File: src/rtl/cognitive_state_scheduler.sv
// Schedule sequencer: steps state_select through stored (state, duration) entries on 4 kHz ticks.
// Optional SCHED_LOOP_COUNT_EN adds a saturating loop_count output.
module cognitive_state_scheduler #(
  parameter int unsigned DEPTH         = 8,
  parameter int unsigned DUR_W         = 16,
  parameter logic [2:0]  DEFAULT_STATE = 3'd0
) (
  input  logic                     clk,
  input  logic                     rst_n,
  input  logic                     clk_4khz_en,
  input  logic                     cfg_valid,
  output logic                     cfg_ready,
  input  logic [$clog2(DEPTH)-1:0] cfg_addr,
  input  logic [2:0]               cfg_state,
  input  logic [DUR_W-1:0]         cfg_dur,
  input  logic [$clog2(DEPTH):0]   num_entries,
  input  logic                     loop_en,
  input  logic                     start,
  input  logic                     pause,
  input  logic                     stop,
  output logic [2:0]               state_select,
  output logic [$clog2(DEPTH)-1:0] entry_idx,
  output logic                     busy,
  output logic                     step_pulse,
  output logic                     done_pulse
`ifdef SCHED_LOOP_COUNT_EN
  ,
  output logic [7:0]               loop_count
`endif
);

  localparam int unsigned AW = $clog2(DEPTH);
  localparam int unsigned NW = AW + 1;

  typedef enum logic [1:0] {IDLE, RUN, PAUSED, DONE} fsm_t;

  fsm_t             fsm;
  logic [2:0]       mem_state [DEPTH];
  logic [DUR_W-1:0] mem_dur   [DEPTH];
  logic [DEPTH-1:0] mem_vld;
  logic [DUR_W-1:0] cnt;
  logic [NW-1:0]    num_lat;
  logic             loop_lat;

  logic             wr_en;
  logic             num_ok;
  logic             last_entry;
  logic [AW-1:0]    nxt_idx;
  logic [2:0]       st0;
  logic [2:0]       st_nxt;
  logic [DUR_W-1:0] dur0;
  logic [DUR_W-1:0] dur_nxt;

  assign cfg_ready = (fsm == IDLE) || (fsm == DONE);
  assign wr_en     = cfg_valid && cfg_ready;
  assign num_ok    = (num_entries != '0) && (num_entries <= NW'(DEPTH));

  // Schedule storage; payload is unreset, validity tracks which entries were ever written
  always_ff @(posedge clk) begin
    if (wr_en) begin
      mem_state[cfg_addr] <= cfg_state;
      mem_dur[cfg_addr]   <= cfg_dur;
    end
  end

  always_ff @(posedge clk or negedge rst_n) begin
    if (!rst_n) begin
      mem_vld <= '0;
    end else if (wr_en) begin
      mem_vld[cfg_addr] <= 1'b1;
    end
  end

  // Entry read-out: unwritten entries read as state 0, and any zero duration counts as one tick
  always_comb begin
    last_entry = (NW'(entry_idx) + NW'(1)) == num_lat;
    nxt_idx    = last_entry ? '0 : AW'(entry_idx + AW'(1));
    st0        = mem_vld[0] ? mem_state[0] : 3'd0;
    dur0       = (mem_vld[0] && (mem_dur[0] != '0)) ? mem_dur[0] : DUR_W'(1);
    st_nxt     = mem_vld[nxt_idx] ? mem_state[nxt_idx] : 3'd0;
    dur_nxt    = (mem_vld[nxt_idx] && (mem_dur[nxt_idx] != '0)) ? mem_dur[nxt_idx] : DUR_W'(1);
  end

  always_ff @(posedge clk or negedge rst_n) begin
    if (!rst_n) begin
      fsm          <= IDLE;
      state_select <= DEFAULT_STATE;
      entry_idx    <= '0;
      busy         <= 1'b0;
      step_pulse   <= 1'b0;
      done_pulse   <= 1'b0;
      cnt          <= '0;
      num_lat      <= '0;
      loop_lat     <= 1'b0;
`ifdef SCHED_LOOP_COUNT_EN
      loop_count   <= '0;
`endif
    end else begin
      step_pulse <= 1'b0;
      done_pulse <= 1'b0;
      if (stop) begin
        fsm          <= IDLE;
        state_select <= DEFAULT_STATE;
        busy         <= 1'b0;
`ifdef SCHED_LOOP_COUNT_EN
        loop_count   <= '0;
`endif
      end else begin
        case (fsm)
          IDLE, DONE: begin
            if (start && num_ok) begin
              fsm          <= RUN;
              num_lat      <= num_entries;
              loop_lat     <= loop_en;
              cnt          <= dur0;
              entry_idx    <= '0;
              state_select <= st0;
              step_pulse   <= 1'b1;
              busy         <= 1'b1;
`ifdef SCHED_LOOP_COUNT_EN
              loop_count   <= '0;
`endif
            end
          end
          RUN: begin
            // pause takes precedence, so a coincident tick is dropped
            if (pause) begin
              fsm <= PAUSED;
            end else if (clk_4khz_en) begin
              if (cnt > DUR_W'(1)) begin
                cnt <= cnt - DUR_W'(1);
              end else if (last_entry && !loop_lat) begin
                fsm          <= DONE;
                state_select <= DEFAULT_STATE;
                busy         <= 1'b0;
                done_pulse   <= 1'b1;
              end else begin
                cnt          <= dur_nxt;
                entry_idx    <= nxt_idx;
                state_select <= st_nxt;
                step_pulse   <= 1'b1;
`ifdef SCHED_LOOP_COUNT_EN
                if (last_entry && (loop_count != 8'hFF)) begin
                  loop_count <= loop_count + 8'd1;
                end
`endif
              end
            end
          end
          PAUSED: begin
            if (!pause) begin
              fsm <= RUN;
            end
          end
          default: fsm <= IDLE;
        endcase
      end
    end
  end

endmodule

File: config.mk
export PLATFORM = sky130hd
export DESIGN_NAME = cognitive_state_scheduler
export DESIGN_NICKNAME = d
export VERILOG_FILES = /design/src/rtl/cognitive_state_scheduler.sv
export SDC_FILE = /design/constraint.sdc
export NUM_CORES = 1
export LEC_CHECK = 0
export CAP_MARGIN = 20
export CORE_MARGIN = 2
export CORE_UTILIZATION = 40
export CTS_BUF_LIST = sky130_fd_sc_hd__clkbuf_4 sky130_fd_sc_hd__clkbuf_8
export CTS_CLUSTER_SIZE = 16
export DETAILED_ROUTE_END_ITERATION = 10
export PLACE_DENSITY = 0.54
export SYNTH_ARGS = -nofsm -noshare
export SYNTH_HDL_FRONTEND = slang
export SYNTH_SLANG_ARGS = --single-unit
File: constraint.sdc
create_clock -name clk -period 4.8 [get_ports clk]
set_input_delay 0.96 -clock clk [delete_from_list [all_inputs] [get_ports clk]]
set_output_delay 0.96 -clock clk [all_outputs]
set_load 0.005 [all_outputs]
* Word-level counts from Yosys, hierarchy flattened
Memory sizes are Yosys's and may differ from the RTL's.
Index checks and enable logic that the tools add are counted.
** Storage, ports and cells
- Register bits after elaboration :: 40
- Bits in latches :: 0
- RAM bits :: 152
- ROM bits :: 0
- Input port bits :: 34
- Output and inout bits :: 10
- Logic and storage cells :: 121
- Memories kept :: 2
** Memory list
- mem_dur :: words 8, width 16, rd ports 2, clocked after Yosys merged registers in 0, wr ports 1, RTL line 39 : logic [DUR_W-1:0] mem_dur [DEPTH];
- mem_state :: words 8, width 3, rd ports 2, clocked after Yosys merged registers in 0, wr ports 1, RTL line 38 : logic [2:0] mem_state [DEPTH];
** Cells by class
- Add/sub/neg operators :: 3
- Multipliers :: 0
- Div/mod/pow operators :: 0
- $lt $le $gt $ge :: 5
- Equal/unequal tests :: 19
- Shift operators :: 0
- Muxes and demuxes :: 58
- Bitwise gates (word level) :: 2
- Reductions and logical operators :: 22
** Operators with widths (number)
- 2-to-1 mux 16 bit :: 7
- 2-to-1 mux 3 bit :: 14
- one-hot mux 16 bit (2 select lines) :: 1
- nonzero test 16 bit :: 2
- 2-to-1 mux 1 bit :: 22
- != test 3 bit (second input constant) :: 7
- greater-than comparator 16 x 1 -> 1 bit (second input constant) :: 1
- subtractor 16 x 1 -> 16 bit (second input constant) :: 1
- 2-to-1 mux 2 bit :: 7
- != test 4 bit (second input constant) :: 3
- one-hot mux 3 bit (2 select lines) :: 2
- AND reduction 6 bit :: 2
- != test 2 bit (second input constant) :: 5
- AND reduction 5 bit :: 2
- less-than comparator 3 x 4 -> 1 bit (second input constant) :: 2
- OR 8 bit :: 1
- logical AND 1 bit :: 7
- AND reduction 7 bit :: 1
- one-hot mux 2 bit (3 select lines) :: 1
- adder 3 x 1 -> 4 bit (second input constant) :: 1
- equality test 2 bit (second input constant) :: 2
- equality test 4 bit :: 1
- <= comparator 4 bit (second input constant) :: 1
- one-hot mux 1 bit (2 select lines) :: 2
- other kinds (14) :: 14

* Depth between registers and ports, before layout
- Depth in word-level cells :: 12
- Mapped depth :: 12
- Mapped depth without buffers :: 10

* Worst setup path after synthesis
Ideal clock, no wire load.
- Path kind :: input -> register
- Start point :: input port num_entries[1]
- End point :: register cnt[0]
- Setup time :: 76 ps
- Arrival :: 2949 ps
- Data required time :: 4724 ps
- Path slack :: 1774 ps
- Cell stages on the path :: 8
- Buffers on the path :: 0
- Cell sequence :: or4_1 > a31oi_1 > or3_1 > a41oi_1 > mux2_2 > nand4b_1 > or4_1 > o21ai_1
** On the way
- Cells in the longest elaborated chain, start to end :: 5
- Elaborated cells between the ends (all ways) :: 6
- Classes of those cells :: order compare (1); eq/ne (1); reduce/logical (4)
** Ends and longest elaborated chain
- start, declared :: RTL line 16 : input logic [$clog2(DEPTH):0] num_entries,
- <= comparator 4 bit or nonzero test 4 bit (tied branches) :: RTL line 56 : assign num_ok = (num_entries != '0) && (num_entries <= NW'(DEPTH));
- logical AND 1 bit * :: RTL line 56
- logical AND 1 bit * :: RTL line 111 : if (start && num_ok) begin
- != test 2 bit (no line) *
- AND reduction 6 bit (no line) *
- end signal, assigned :: RTL line 115 : cnt <= dur0;
- end signal, assigned :: RTL line 131 : cnt <= cnt - DUR_W'(1);
- end signal, assigned :: RTL line 138 : cnt <= dur_nxt;
- end, declared :: RTL line 41 : logic [DUR_W-1:0] cnt;
Every way passes the cells marked *; elsewhere a longest branch is shown, timed or not.
A chain may end at the register's enable or synchronous reset.

* Worst setup path after layout
- Start point :: register entry_idx[1]
- End point :: register cnt[0]
** On the way
- Cells in the longest elaborated chain, start to end :: 12
- Elaborated cells between the ends (all ways) :: 18
- Classes of those cells :: add/sub (2); eq/ne (2); mux (9); reduce/logical (4); memory (1)
** Ends and longest elaborated chain
- start, declared :: RTL line 22 : output logic [$clog2(DEPTH)-1:0] entry_idx,
- start signal, assigned :: RTL line 139 : entry_idx <= nxt_idx;
- adder 3 x 1 -> 4 bit :: RTL line 76 : last_entry = (NW'(entry_idx) + NW'(1)) == num_lat;
- equality test 4 bit :: RTL line 76
- 2-to-1 mux 3 bit :: RTL line 77 : nxt_idx = last_entry ? '0 : AW'(entry_idx + AW'(1));
- memory read (8 x 16 bit) or binary-select mux 1 bit (select 3 bit) (tied branches)
- nonzero test 16 bit or 2-to-1 mux 1 bit (tied branches) :: RTL line 81 : dur_nxt = (mem_vld[nxt_idx] && (mem_dur[nxt_idx] != '0)) ? mem_dur[nxt_idx] : DUR_W'(1);
- logical AND 1 bit :: RTL line 81
- 2-to-1 mux 16 bit :: RTL line 81
- 2-to-1 mux 16 bit :: RTL line 132 : end else if (last_entry && !loop_lat) begin
- 2-to-1 mux 16 bit :: RTL line 130 : if (cnt > DUR_W'(1)) begin
- 2-to-1 mux 16 bit :: RTL line 129 : end else if (clk_4khz_en) begin
- 2-to-1 mux 16 bit :: RTL line 127 : if (pause) begin
- one-hot mux 16 bit (2 select lines) :: RTL line 109 : case (fsm)
Parallel ways exist; a longest one is shown, timed or not. The select of a mux whose other input is x is not followed.

==> results.json <==
{
  "grt_pass1_wl_um": 33100,
  "final_nets": 714,
  "fin_cells": 962,
  "hpwl_um": 14000,
  "async_reset_ff_share_pct": 20.8,
  "root_buffer": "clkbuf_8",
  "ys_ff_latch": 192,
  "grt_pass1_vias": 5651,
  "core_area_um2": 21000,
  "start_util_pct": 40.8,
  "grt_start_max_net_pins": 41,
  "slew_headroom_pct": 26.0,
  "min_period_ns": 3.79,
  "io_pins": 44,
  "cts_resized": 0,
  "yosysTopAreaCell": "edfxtp_1",
  "hold_viol_final": 0,
  "power_mw": 4.76,
  "drt_iter0_markers": 530,
  "fin_crit_sh_pct": 79.0,
  "synth_area_um2": 8580,
  "dieWidth_um": 150,
  "synth_edf_count": 152,
  "antenna_found_initial": 0,
  "fin_ws_ns": 1.01,
  "start_kind": "flip-flop",
  "ctsLongestPathBuffers": 2,
  "synth_top_area_share_pct": 53.2,
  "cp-end-kind": "flip-flop",
  "path_class": "reg2reg",
  "clk_pin_slew_worst_paths_ns": 0.11,
  "ant_nets": 0,
  "outcome": "finished clean",
  "fin_util_pct": 46.5,
  "worst_slew_pin_slew_ns": 1.11,
  "dieArea_um2": 22600,
  "design_area_um2": 9780,
  "place_area_um2": 9360,
  "ys_seq_area_share_pct": 64.9,
  "rsz0062_at_grt": "false",
  "ys.flop_type": "edfxtp_1",
  "setup_violations": 0,
  "portBuffers": 43,
  "avgSynthCellArea_um2": 13.7,
  "die_h_um": 150,
  "drive_gt1_share_pct": 15.4,
  "syn_to_final_growth_pct": 14.0,
  "grt_usage_pct": 19.7,
  "insertedDiodeCount": 0,
  "hold_slack_ns": 0.483,
  "clock_latency_ns": 0.46,
  "cts_setup_buffers": 0,
  "place_congestion": 0.856,
  "cts_hold_buf": 0,
  "synth_nets": 666,
  "cp_data_required_time_ns": 5.18,
  "place_ws_ns": 1.00,
  "cp_max_fo": 19,
  "yosys_warnings": 0,
  "drv_cap": 0,
  "peakVddDrop_uv": 184,
  "arrival_ns": 4.17,
  "setup_tns_ns": 0,
  "synthesis.instances": 626,
  "ys_top_cells_by_count": "152 x edfxtp_1, 54 x a21oi_1, 44 x nand2_1",
  "viasPerCell": 5.85,
  "synth_area_leaders": "edfxtp_1 53%, dfrtp_1 12%, mux4_2 3.9%",
  "slew_viol_final": 0,
  "cts_buffers": 17,
  "drc": 0,
  "yosys.cell_count.top_type": "edfxtp_1",
  "num_vias": 5627,
  "cts_num_sinks": 192,
  "grt_overflow": 0,
  "placementRows": 53,
  "skew_ns": 0.0156,
  "wl_per_cell_um": 22.5,
  "synth.distinct_cells": 68,
  "cts_tree": "yes",
  "drt-pass1-iter-count": 5,
  "htreeDepth": 4,
  "dp.cells": 930,
  "leakage_nw": 3.18,
  "totalWireLength_um": 21700,
  "fmax_ghz": 0.264,
  "power-per-cell-area_nw_per_um2": 486,
  "hold_class": "reg2reg"
}
[layout by cell type, fill, tap and decap left out, types with 13 or more instances in the layout]
cell type and count:
buf_4 20, a21oi_1 54, inv_1 15, dfrtp_1 40
nor2_1 34, o21ai_0 21, nand2_1 44, a211oi_1 20
mux2i_1 13, clkbuf_8 17, mux4_2 15, edfxtp_1 152
clkdlybuf4s50_1 42
[final timing paths]
check / startpoint / cells after the start / endpoint / slack, ns
min reg2reg: mem_vld[5] / 1 / mem_vld[5] / 0.48
min in group asynchronous: rst_n / 1 / cnt[10] / 0.64
min: mem_vld[5] / 1 / mem_vld[5] / 0.48
max reg2reg: entry_idx[1] / 9 / cnt[0] / 1.01
max: entry_idx[1] / 9 / cnt[0] / 1.01
max in group asynchronous: rst_n / 1 / mem_vld[1] / 3.54
[logic make-up (layout without fill, tap and decap cells)]
| kind of cell | count (synthesis) | after routing | share of synthesized area [%] |
|---|---|---|---|
| mux | 33 | 33 | 6.11 |
| simple gates | 150 | 150 | 8.84 |
| flops | 192 | 192 | 64.9 |
| buf+inv | 49 | 110 | 2.61 |
| compound gates | 177 | 177 | 14.6 |
| fa+ha+maj | 6 | 6 | 0.875 |
| xor+xnor | 19 | 19 | 2.11 |
[worst max-delay path, cell delays in order (launching register included)]
cell,delay [ns]
dfrtp_1,0.48
ha_1,0.50
xor2_1,0.35
a211o_1,0.23
a22o_2,0.55
mux4_2,0.41
a22oi_1,0.45
nand4_1,0.14
or4_1,0.43
o21ai_1,0.15
[area by class of cell]
type	count	area, µm²
flip-flops and latches	192	5570
clock inverters	15	186
multi-input cells	385	2820
inverters	15	56.3
repair buffers	63	576
fillers	1835	11200
well taps	275	344
clock buffers	17	234
[state kept, by name (all words and copies together) (netlist names)]
register,cells
busy,1
cnt,16
done_pulse,1
entry_idx,3
fsm,2
loop_lat,1
mem_dur,128
mem_state,24
mem_vld,8
num_lat,4
state_select,3
step_pulse,1
[power breakdown]
part,internal (mW),leakage (nW),total [mW],switching (mW)
registers,2.01,1.83,2.19,0.184
logic,0.575,1.14,1.46,0.886
clock network,0.447,0.201,1.10,0.656
total,3.03,3.18,4.76,1.73
[layer usage]
layer  vias to the layer above  wire length, µm  share of wire (%)  track usage, %
li1                       2552                -                  -               -
met1                      2901             9810                 45            27.8
met2                       156            10500                 48            31.9
met3                        18             1130                5.2            3.85
met4                         0              249                1.1            4.43
met5                         -                0                  0               0
Note: power is estimated with default switching activity, not from simulation.
